==> src/rtl/cpu_isa_pkg.sv <==
// cpu_isa_pkg: shared ISA opcodes, the fetch NOP word and the fetch state encoding.
package cpu_isa_pkg;
  localparam logic [5:0] OP_RTYPE = 6'b000000;
  localparam logic [5:0] OP_J = 6'b000010;
  localparam logic [5:0] OP_JAL = 6'b000011;
  localparam logic [5:0] OP_BEQ = 6'b000100;
  localparam logic [5:0] OP_BNE = 6'b000101;
  localparam logic [5:0] OP_NOP = 6'b111111;
  localparam logic [5:0] FUNCT_JR = 6'b001000;
  localparam logic [31:0] NOP_WORD = {OP_NOP, 26'd0};
  typedef enum logic [1:0] {S_RESET, S_FETCH, S_READY, S_FAULT} fetch_state_e;
endpackage

==> src/rtl/pc_next_calc.sv <==
// pc_next_calc: combinational next-PC mux (jr > j/jal > taken branch > sequential).
module pc_next_calc
  import cpu_isa_pkg::*;
#(
  parameter int ADDR_W = 32
) (
  input  logic [ADDR_W-1:0] pc_plus4,
  input  logic [31:0]       instr,
  input  logic              jump,
  input  logic              branch_on_eq,
  input  logic              branch_on_neq,
  input  logic              zero,
  input  logic [ADDR_W-1:0] jr_target,
  output logic [ADDR_W-1:0] next_pc
);
  logic [5:0] opcode, funct;
  logic is_jr, is_j, taken;
  logic [ADDR_W-1:0] j_target, br_target;
  assign opcode = instr[31:26];
  assign funct = instr[5:0];
  assign is_jr = jump & (opcode == OP_RTYPE) & (funct == FUNCT_JR);
  assign is_j = jump & ((opcode == OP_J) | (opcode == OP_JAL));
  assign taken = ((opcode == OP_BEQ) & branch_on_eq & zero) |
                 ((opcode == OP_BNE) & branch_on_neq & ~zero);
  assign j_target = {pc_plus4[ADDR_W-1:28], instr[25:0], 2'b00};
  assign br_target = pc_plus4 + ADDR_W'($signed({instr[15:0], 2'b00}));
  assign next_pc = is_jr ? jr_target : is_j ? j_target : taken ? br_target : pc_plus4;
endmodule

==> src/rtl/pc_fetch_unit.sv <==
// pc_fetch_unit: PC register, req/ack instruction fetch and next-PC selection.
// Define FETCH_MISALIGN_TRAP_EN to trap misaligned jr targets into a sticky FAULT state.
module pc_fetch_unit #(
  parameter int                ADDR_W   = 32,
  parameter logic [ADDR_W-1:0] RESET_PC = '0,
  parameter logic [31:0]       NOP_WORD = cpu_isa_pkg::NOP_WORD
) (
  input  logic              clk,
  input  logic              rst,
  output logic              imem_req,
  output logic [ADDR_W-1:0] imem_addr,
  input  logic              imem_ack,
  input  logic [31:0]       imem_rdata,
  input  logic              inc_pc,
  input  logic              stall,
  input  logic              jump,
  input  logic              branch_on_eq,
  input  logic              branch_on_neq,
  input  logic              zero,
  input  logic [ADDR_W-1:0] jr_target,
  output logic [31:0]       instr,
  output logic [5:0]        opcode,
  output logic [5:0]        funct,
  output logic              instr_valid,
  output logic [ADDR_W-1:0] pc,
  output logic [ADDR_W-1:0] pc_plus4,
  output logic              fault
);
  import cpu_isa_pkg::*;
  fetch_state_e state_q, state_d;
  logic [ADDR_W-1:0] pc_q, pc_d, next_pc, target;
  logic [31:0] instr_q, instr_d;
  logic fetch_done, advance, misaligned;
  assign pc_plus4 = pc_q + ADDR_W'(4);
  pc_next_calc #(.ADDR_W(ADDR_W)) u_next (
    .pc_plus4     (pc_plus4),
    .instr        (instr_q),
    .jump         (jump),
    .branch_on_eq (branch_on_eq),
    .branch_on_neq(branch_on_neq),
    .zero         (zero),
    .jr_target    (jr_target),
    .next_pc      (next_pc)
  );
`ifdef FETCH_MISALIGN_TRAP_EN
  assign misaligned = |next_pc[1:0];
  assign target = next_pc;
  assign fault = state_q == S_FAULT;
`else
  assign misaligned = 1'b0;
  assign target = next_pc & ~ADDR_W'(3);
  assign fault = 1'b0;
`endif
  assign fetch_done = (state_q == S_FETCH) & imem_ack;
  assign advance = (state_q == S_READY) & inc_pc & ~stall;
  always_comb begin
    state_d = state_q == S_RESET ? S_FETCH :
              fetch_done ? S_READY :
              advance ? (misaligned ? S_FAULT : S_FETCH) : state_q;
    pc_d = advance ? target : pc_q;
    instr_d = fetch_done ? imem_rdata : advance ? NOP_WORD : instr_q;
  end
  always_ff @(posedge clk or posedge rst) begin
    if (rst) begin
      state_q <= S_RESET;
      pc_q <= RESET_PC;
      instr_q <= NOP_WORD;
    end else begin
      state_q <= state_d;
      pc_q <= pc_d;
      instr_q <= instr_d;
    end
  end
  assign imem_req = state_q == S_FETCH;
  assign imem_addr = pc_q;
  assign instr_valid = state_q == S_READY;
  assign instr = instr_q;
  assign opcode = instr_q[31:26];
  assign funct = instr_q[5:0];
  assign pc = pc_q;
endmodule

==> config.mk <==
export PLATFORM = sky130hd
export DESIGN_NAME = pc_fetch_unit
export DESIGN_NICKNAME = d
export VERILOG_FILES = /design/src/rtl/cpu_isa_pkg.sv /design/src/rtl/pc_next_calc.sv /design/src/rtl/pc_fetch_unit.sv
export SDC_FILE = /design/constraint.sdc
export NUM_CORES = 1
export LEC_CHECK = 0
export CORE_MARGIN = 2
export CORE_UTILIZATION = 39
export DETAILED_ROUTE_END_ITERATION = 6
export HOLD_SLACK_MARGIN = 0.02
export PLACE_DENSITY = 0.71
export SYNTH_ARGS = -nofsm -noshare
export SYNTH_HDL_FRONTEND = slang
export SYNTH_SLANG_ARGS = --single-unit
==> constraint.sdc <==
create_clock -name clk -period 5.9 [get_ports clk]
set_input_delay 1.18 -clock clk [delete_from_list [all_inputs] [get_ports clk]]
set_output_delay 1.18 -clock clk [all_outputs]
set_load 0.005 [all_outputs]
# After elaboration in Yosys (flattened, before gate mapping)
# Cells that the tools add are included.
# W data, S select, Z words.
totals:
  register_bits: 64
  in_bits: 73
  out_inout_bits: 143
  word_cells: 38
classes:
  addsub: 2
  eq_ne: 7
  mux: 8
  n_bitwise: 14
  reduce_logical: 4
op_table:
  columns: ["cell", "n"]
  rows:
  - ["$mux W32", 5]
  - ["$add A32 B3 Y32 const B", 1]
  - ["$add A32 B32 Y32", 1]
  - ["$eq A6 B2 Y1 const B", 2]
  - ["$eq A6 B3 Y1 const B", 2]
  - ["$and A1 B1 Y1", 10]
  - ["$eq A6 B4 Y1 const B", 1]
  - ["$logic_not A6 Y1", 1]
  - ["$mux W2", 3]
  - ["$reduce_bool A3 Y1", 1]
  - ["$eq A2 B1 Y1 const B", 1]
  - ["$eq A2 B2 Y1 const B", 1]
  - ["$logic_not A2 Y1", 1]
  - ["$not A1 Y1", 2]
  - ["$or A1 B1 Y1", 2]
  - ["$reduce_bool A2 Y1", 1]

# Longest topological paths before layout
# Gate-level depths: netlist of run 1.
logic_depth:
  word_depth: 7
  mapped_depth: 15
  ltp_nobuf: 14

# Modules after synthesis
# A second synthesis of run 1 with hierarchy kept.
hier_totals:
  cells_unflattened: 672
  area_unflattened_um2: 5816.8
by_module_without_submodules:
  columns: ["mod", "n_inst", "cells_each", "area_per_inst_um2", "seq_area_each_um2"]
  rows:
  - ["pc_fetch_unit", 1, 295, 3414.5, 1609.0]
  - ["pc_next_calc", 1, 377, 2402.3, 0.0]

# Worst setup path after synthesis of run 1
# No wires, ideal clock.
synth_path:
  path_kind: "flip-flop to flip-flop"
  startpoint: "register pc_q[11], in the netlist imem_addr[11]"
  endpoint: "register pc_q[31], in the netlist imem_addr[31]"
  arrival_ns: 3.414
  required_ns: 5.780
  setup_slack_ns: 2.366
  stages_incl_launch_ff: 16
  path_buffers: 1
  period_less_slack_ns: 3.534
  path_cell_list: "dfrtp_1 > and4_1 > nand3_2 > nor3_1 > and3_1 > xor2_1 > ha_1 > clkbuf_1 > a21oi_1 > o21ai_0 > nor2_1 > a31oi_1 > a221oi_2 > o311ai_1 > o311a_1 > and3_1"
synth_between:
  elab_chain_cells: 5
synth_lines:
  columns: ["element", "line_no", "source"]
  rows:
  - ["start: declaration", "pc_fetch_unit.sv:31", "logic [ADDR_W-1:0] pc_q, pc_d, next_pc, target;"]
  - ["start signal: assignment", "pc_fetch_unit.sv:70", "pc_q <= pc_d;"]
  - ["$add A32 B3 Y32", "pc_fetch_unit.sv:34", "assign pc_plus4 = pc_q + ADDR_W'(4);"]
  - ["named net pc_plus4[20]", "pc_fetch_unit.sv:26", "output logic [ADDR_W-1:0] pc_plus4,"]
  - ["$add A32 B32 Y32", "pc_next_calc.sv:26", "assign br_target = pc_plus4 + ADDR_W'($signed({instr[15:0], 2'b00}));"]
  - ["$mux W32 (3 in series)", "pc_next_calc.sv:27", "assign next_pc = is_jr ? jr_target : is_j ? j_target : taken ? br_target : pc_plus4;"]
# The timed path passes the listed nets, and every way through them passes these cells.
# A chain may end at the register's enable or synchronous reset.

# Worst setup path in the final report of run 1
layout_path:
  startpoint: "register pc_q[2], in the netlist imem_addr[2]"
  endpoint: "output port pc_plus4[26]"
layout_between:
  elab_chain_cells: 1
layout_lines:
  columns: ["element", "line_no"]
  rows:
  - ["$add A32 B3 Y32", "pc_fetch_unit.sv:34"]
  - ["end: declaration", "pc_fetch_unit.sv:26"]
# No other way between the ends.

==> impl_metrics.toml, run 1 <==
[setup_path]
path_delay_family = "simple AND/OR/NAND/NOR gates"
slowest_delay_ns = 1.13
critPathSlowestCell = "nor4_1"
worstPathMaxFanout = 7
crit_type = "reg -> out"
critPathLaunchType = "flop"
cp.arrival_ns = 3.65
worstPathRequired_ns = 4.72
path_buf_inv = 1
cp-end-kind = "output port"
path_cells = "ha_1, nand2_1, nor4_1, nand3_1, xnor2_1, clkdlybuf4s50_1"
r2r_slack_ns = 1.38

[logic_synthesis]
synth_flop_cell = "dfrtp_1"
synth_seq_cells = 64
synthCells = 649
synth_edf_count = 0
seq_area_frac_synth_pct = 29.0
syn_avg_cell_area_sq_um = 8.53
synth-xor-area-share_pct = 8.22
synth_fa_ha_area_share_pct = 8.49
synth-compound-area-share_pct = 26.5
muxShareOfSynthArea_pct = 0.384
synth_cell_type_count = 72
synth_top_family_by_area = "compound AO/OA/AOI/OAI gates"
netlist_area_sq_um = 5540
synthArstFlopShare_pct = 100
synth_simple_gate_area_share_pct = 18.0
yosys_warnings = 0

[global_routing]
grt-ovfl-total = 0
grt_pass1_wl_um = 31800
grt_start_max_net_pins = 48
antenna_found_initial = 0
grt_pass1_vias = 5746
gr-usage-all-layers_pct = 27.7

[clock_tree]
cts_setup_buffers = 0
cts-root-buf = "clkbuf_16"
clock_path_buffers = 2
cts_sinks = 64
clk_latency_ns = 0.34
h-tree-depth = 3
numCtsBuffers = 9
cts_tree = "done"
clk_transition_reported_paths_ns = 0.06
ctsResizeCount = 0
ctsHoldBuffers = 0

[pwr]
switchingPower_mw = 1.58
pwr-share-seq_pct = 24.8
power_frac_comb_pct = 59.3
switching_share_pct = 41.7
ir_worst_vdd_uv = 236
intPower_mw = 2.21
p_per_area_nw_per_um2 = 488
p_leak_nw = 3.22
clkPwrFrac_pct = 15.9

[floorplanning]
die_h_um = 123
die_x_um = 123
dieArea_sq_um = 15200
core_sq_um = 13900
fp-row-count = 43
pin_count = 216
initial_core_util_pct = 39.9

[sta]
finalCritPeriodShare_pct = 81.8
fin_worst_skew_ns = 0.00772
relSlewSlack_pct = 12.4
max_freq_mhz = 207
setup_viol = 0
rsz0062_at_grt = "false"
worst_pin_slew_ns = 1.30
maxSlewViolCount = 0
whs_ns = 0.523
final.min_clock_period_ns = 4.83
hold_viol_final = 0
setup-tns-final_ns = 0

[detailed_routing]
antenna_left = 0
wire_per_inst_um = 21.1
drtPass1Iterations = 6
routed_wl_um = 20900
vias = 5942
drc = 0
dr.first_iter.drc_count = 510
viasPerCell = 6.01

[cells_and_area]
syn2layout_area_growth_pct = 40.3
nets = 914
utilization_pct = 56.0
fillers = 1252
layout-drive-gt1-share_pct = 6.30
antenna_cells = 0

[placement]
io_buffer_count = 206
dpl.hpwl_um = 15000
gp_congestion = 0.904

[worst_hold_path]
min_path_type = "reg -> reg"

[flow_run]
drv_cap = 0

[status]
status = "complete, no violations"
layout by cell type, fill, tap and decap left out, types with 26 or more instances in the layout:
cell / netlist / routed
nand2_1: 54 / 54
o21ai_0: 40 / 40
a21oi_1: 58 / 58
dfrtp_1: 58 / 58
clkdlybuf4s50_1: 0 / 206
a22o_1: 26 / 26
nor2_1: 37 / 36
xnor2_1: 28 / 28
ha_1: 36 / 36
layer usage:
| layer | vias up | global-route usage, % | wire (um) |
|---|---|---|---|
| li1 | 2701 | - | - |
| met1 | 2878 | 37.0 | 8890 |
| met2 | 326 | 45.0 | 9810 |
| met3 | 37 | 5.17 | 1750 |
| met4 | 0 | 9.30 | 467 |
| met5 | - | 0 | 0 |
cell usage after synthesis (4+ instances only):
cell | instances | area (sq um)
a21oi_1 | 58 | 290
dfrtp_1 | 58 | 1450
nand2_1 | 54 | 203
buf_4 | 49 | 368
o21ai_0 | 40 | 200
nor2_1 | 37 | 139
ha_1 | 36 | 450
xnor2_1 | 28 | 245
a22o_1 | 26 | 228
clkbuf_1 | 24 | 90.1
o22ai_1 | 19 | 119
xor2_1 | 19 | 166
nand3_1 | 18 | 90.1
nand4_1 | 16 | 100
nor3_1 | 15 | 75.1
a21o_1 | 12 | 90.1
and3_1 | 12 | 75.1
a211oi_1 | 10 | 75.1
inv_1 | 8 | 30.0
o22a_1 | 7 | 61.3
dfstp_2 | 6 | 158
nand2b_1 | 6 | 37.5
o221ai_1 | 6 | 52.6
a221o_1 | 5 | 50.1
o211ai_1 | 5 | 37.5
a31oi_1 | 4 | 25.0
nor2b_1 | 4 | 25.0
or3_1 | 4 | 25.0
metrics by stage:
step / power, mW / area [sq um] / cells / worst slack, ns
after floorplan: 2.19 / 5560 / 655 / 2.37
after global placement: 3.12 / 7440 / 973 / 1.63
after detailed placement: 3.16 / 7440 / 973 / 1.60
after CTS: 3.78 / 7770 / 989 / 1.22
after global routing: 4.07 / 7770 / 989 / 0.985
final: 3.79 / 7770 / 989 / 1.07
power groups by stage:
stage,combinational [mW],sequential [mW],clock (mW)
final,2.25,0.940,0.601
after global routing,2.46,0.975,0.629
after CTS,2.24,0.937,0.609
after detailed placement,2.22,0.943,0
after global placement,2.19,0.932,0
after floorplan,1.34,0.855,0
path summary, 6_finish.rpt:
kind                              startpoint            end  cells past startpoint
min in group asynchronous                rst       instr[0]                      2
worst max register to register  imem_addr[2]  imem_addr[31]                     12
worst max-delay path            imem_addr[2]   pc_plus4[26]                      6
max in group asynchronous                rst      instr[20]                      3
worst min-delay path              state_q[1]     state_q[1]                      2
worst min register to register    state_q[1]     state_q[1]                      2
cell families (layout without fill, tap and decap cells):
group	after synthesis	count (layout)
AO/OA/AOI/OAI	219	219
XOR/XNOR	49	49
adder cells (fa/ha/maj)	37	37
buffers and inverters	85	239
flip-flops	64	64
multiplexers	2	2
other	1	7
AND/OR/NAND/NOR	192	192
state kept, by name, indices dropped and copies added (netlist names):
signal     cells
imem_addr     30
instr         32
state_q        2
layout make-up:
type	instances	area [sq um]	share of cell area [%]
Multi-Input combinational cell	506	3450	44.4
Timing Repair Buffer	215	2130	27.4
Sequential cell	64	1610	20.7
Clock buffer	9	225	2.90
Tap cell	180	225	2.90
Clock inverter	7	103	1.32
Inverter	8	30.0	0.387
tightest hold or removal path, stage by stage, from the launching register on:
cell	delay [ns]
dfrtp_1	0.37
nand2_1	0.06
nand2_1	0.06
Power figures use the tool's default switching activity.
==> run 2, diff against run 1 <==
==> constraint.sdc (replaced) <==
create_clock -name clk -period 4.9 [get_ports clk]
set_input_delay 0.98 -clock clk [delete_from_list [all_inputs] [get_ports clk]]
set_output_delay 0.98 -clock clk [all_outputs]
set_load 0.005 [all_outputs]
==> run 2 against run 1 <==
  * Worst hold slack worse by 0.013 ns
  * Register-to-register slack worse by 0.74 ns
  * Largest cell class unchanged
  * Clock skew about the same
  * Flip-flop and latch count unchanged
  * Cell count up 0.20%
==> impl_metrics.toml, run 2 (synthesized netlist as in run 1, its figures left out) <==
[cells_and_area]
final_cell_area_sq_um = 7780
mostFrequentLayoutCell = "clkdlybuf4s50_1"
multiInputGateArea_sq_um = 3450
fillers = 1251
instances_no_fill = 991
seq_area_sq_um = 1610
largest_register_ffs = 32
nets = 916
syn2layout_area_growth_pct = 40.4
antenna_cells = 0
final_cell_mix = "clkdlybuf4s50_1 (206), a21oi_1 (58), dfrtp_1 (58)"
layout-drive-gt1-share_pct = 6.54

[global_routing]
grt_start_max_net_pins = 44
grt.busiest_layer = "met2"
grtUsageMet2_pct = 43.1
met1_usage_pct = 35.2
gr-usage-all-layers_pct = 27.3
use_met3_pct = 5.72
antenna_found_initial = 0
grt_pass1_vias = 6015
grt-ovfl-total = 0
grt_pass1_wl_um = 31800

[clock_tree]
ctsResizeCount = 0
cts-root-buf = "clkbuf_16"
h-tree-depth = 3
ctsHoldBuffers = 0
numCtsBuffers = 9
cts_setup_buffers = 0
cts_sinks = 64
clock_path_buffers = 2
clk_transition_reported_paths_ns = 0.06
cts_tree = "done"
clk_latency_ns = 0.35

[floorplanning]
initial_core_util_pct = 39.9
core_sq_um = 13900
dieArea_sq_um = 15200
die_x_um = 123
pin_count = 216
die_h_um = 123
fp-row-count = 43

[sta]
rsz0062_at_grt = "false"
finalCritPeriodShare_pct = 86.9
max_freq_mhz = 235
final.min_clock_period_ns = 4.26
relSlewSlack_pct = 29.4
fin_worst_skew_ns = 0.00795
setup_viol = 0
hold_viol_final = 0
worst_pin_slew_ns = 1.06
maxSlewViolCount = 0
setup-tns-final_ns = 0

[placement]
placed_cells = 975
dpl.hpwl_um = 14900
io_buffer_count = 206
gp_congestion = 0.980
place_area_sq_um = 7460

[flow_run]
drv_cap = 0

[detailed_routing]
antenna_left = 0
drc = 0
drtPass1Iterations = 5
dr.first_iter.drc_count = 525
viasPerCell = 6.05
vias = 5998
wire_per_inst_um = 20.7
routed_wl_um = 20500

[worst_hold_path]
hold_depth = 2
hp-start = "state_q[1]"
whs_endpoint = "state_q[1]"
min_path_type = "reg -> reg"

[pwr]
p_leak_nw = 3.22
p_per_area_nw_per_um2 = 586
ir_worst_vdd_uv = 258
power_mw = 4.56

[setup_path]
r2r_start = "imem_addr[4]"
slowest_delay_ns = 0.64
worstPathMaxFanout = 9
worst-r2r-cell-count = 13
critPathSlowestCell = "o311ai_1"
cp.arrival_ns = 4.52
r2r_slack_ns = 0.64
r2r-end = "imem_addr[24]"
cp-end-kind = "flop"
critPathLaunchType = "flop"
path_cells = "and3_1, nand4_1, nor2_1, xor2_1, ha_1, a21oi_1, o21ai_0, a31oi_1, a211oi_2, o311ai_1, a21boi_0, o31a_1, nor3_1"
worstPathRequired_ns = 5.16
crit_type = "reg -> reg"

[status]
status = "complete, no violations"
-- run 2: through the flow --
stage	setup WS (ns)	hold WS, ns	util (%)
floorplan	1.37	0.476	-
global placement	0.900	0.499	53.7
detailed placement	0.792	0.505	53.7
CTS	0.730	0.514	56.0
global route	0.352	0.545	56.0
finish	0.641	0.510	56.0
-- run 2: worst max path at each step --
| stage | end | slack [ns] | cells after the start | from |
|---|---|---|---|---|
| 6_report | imem_addr[24] | 0.64 | 13 | imem_addr[4] |
| 5_1_grt | imem_addr[31] | 0.35 | 14 | imem_addr[2] |
| 4_1_cts | pc_plus4[28] | 0.73 | 6 | imem_addr[2] |
| 3_5_place_dp | imem_addr[24] | 0.79 | 13 | imem_addr[4] |
| 3_3_place_gp | imem_addr[31] | 0.90 | 14 | imem_addr[2] |
| 2_1_floorplan | imem_addr[31] | 1.37 | 15 | imem_addr[11] |
-- run 2: area by class of cell --
type | count | area share, %
clock inverters | 7 | 1.24
multi-input cells | 506 | 44.3
clock buffers | 9 | 2.90
flip-flops and latches | 64 | 20.7
well taps | 180 | 2.90
inverters | 8 | 0.386
repair buffers | 217 | 27.6
-- run 2: power by group --
part / leakage [nW] / internal (mW) / total (mW) / switching, mW
sequential: 0.795 / 0.749 / 1.13 / 0.383
combinational: 2.28 / 1.46 / 2.72 / 1.26
clock: 0.148 / 0.445 / 0.701 / 0.256
-- run 2: critical path: cells and delay by family, from the launching register on --
family	cells	cell delay, ns
AO/OA/AOI/OAI	7	1.88
XOR/XNOR	1	0.38
adder cells (fa/ha/maj)	1	0.34
flip-flops	1	0.52
AND/OR/NAND/NOR	4	1.04
-- run 2: per-layer routing --
metal / wire length [um] / share of wire [%]
met5: 0 / 0
met3: 1960 / 9.5
met4: 719 / 3.5
met2: 9350 / 46
met1: 8480 / 41
==> run 3, diff against run 2 <==
--- a/config.mk
+++ b/config.mk
@@ -5,6 +5,7 @@
 export SDC_FILE = /design/constraint.sdc
 export NUM_CORES = 1
 export LEC_CHECK = 0
+export CAP_MARGIN = 10
 export CORE_MARGIN = 2
 export CORE_UTILIZATION = 39
 export DETAILED_ROUTE_END_ITERATION = 6
==> results of run 3 <==
No change in the layout: final DEF, timing and power equal those of run 2.
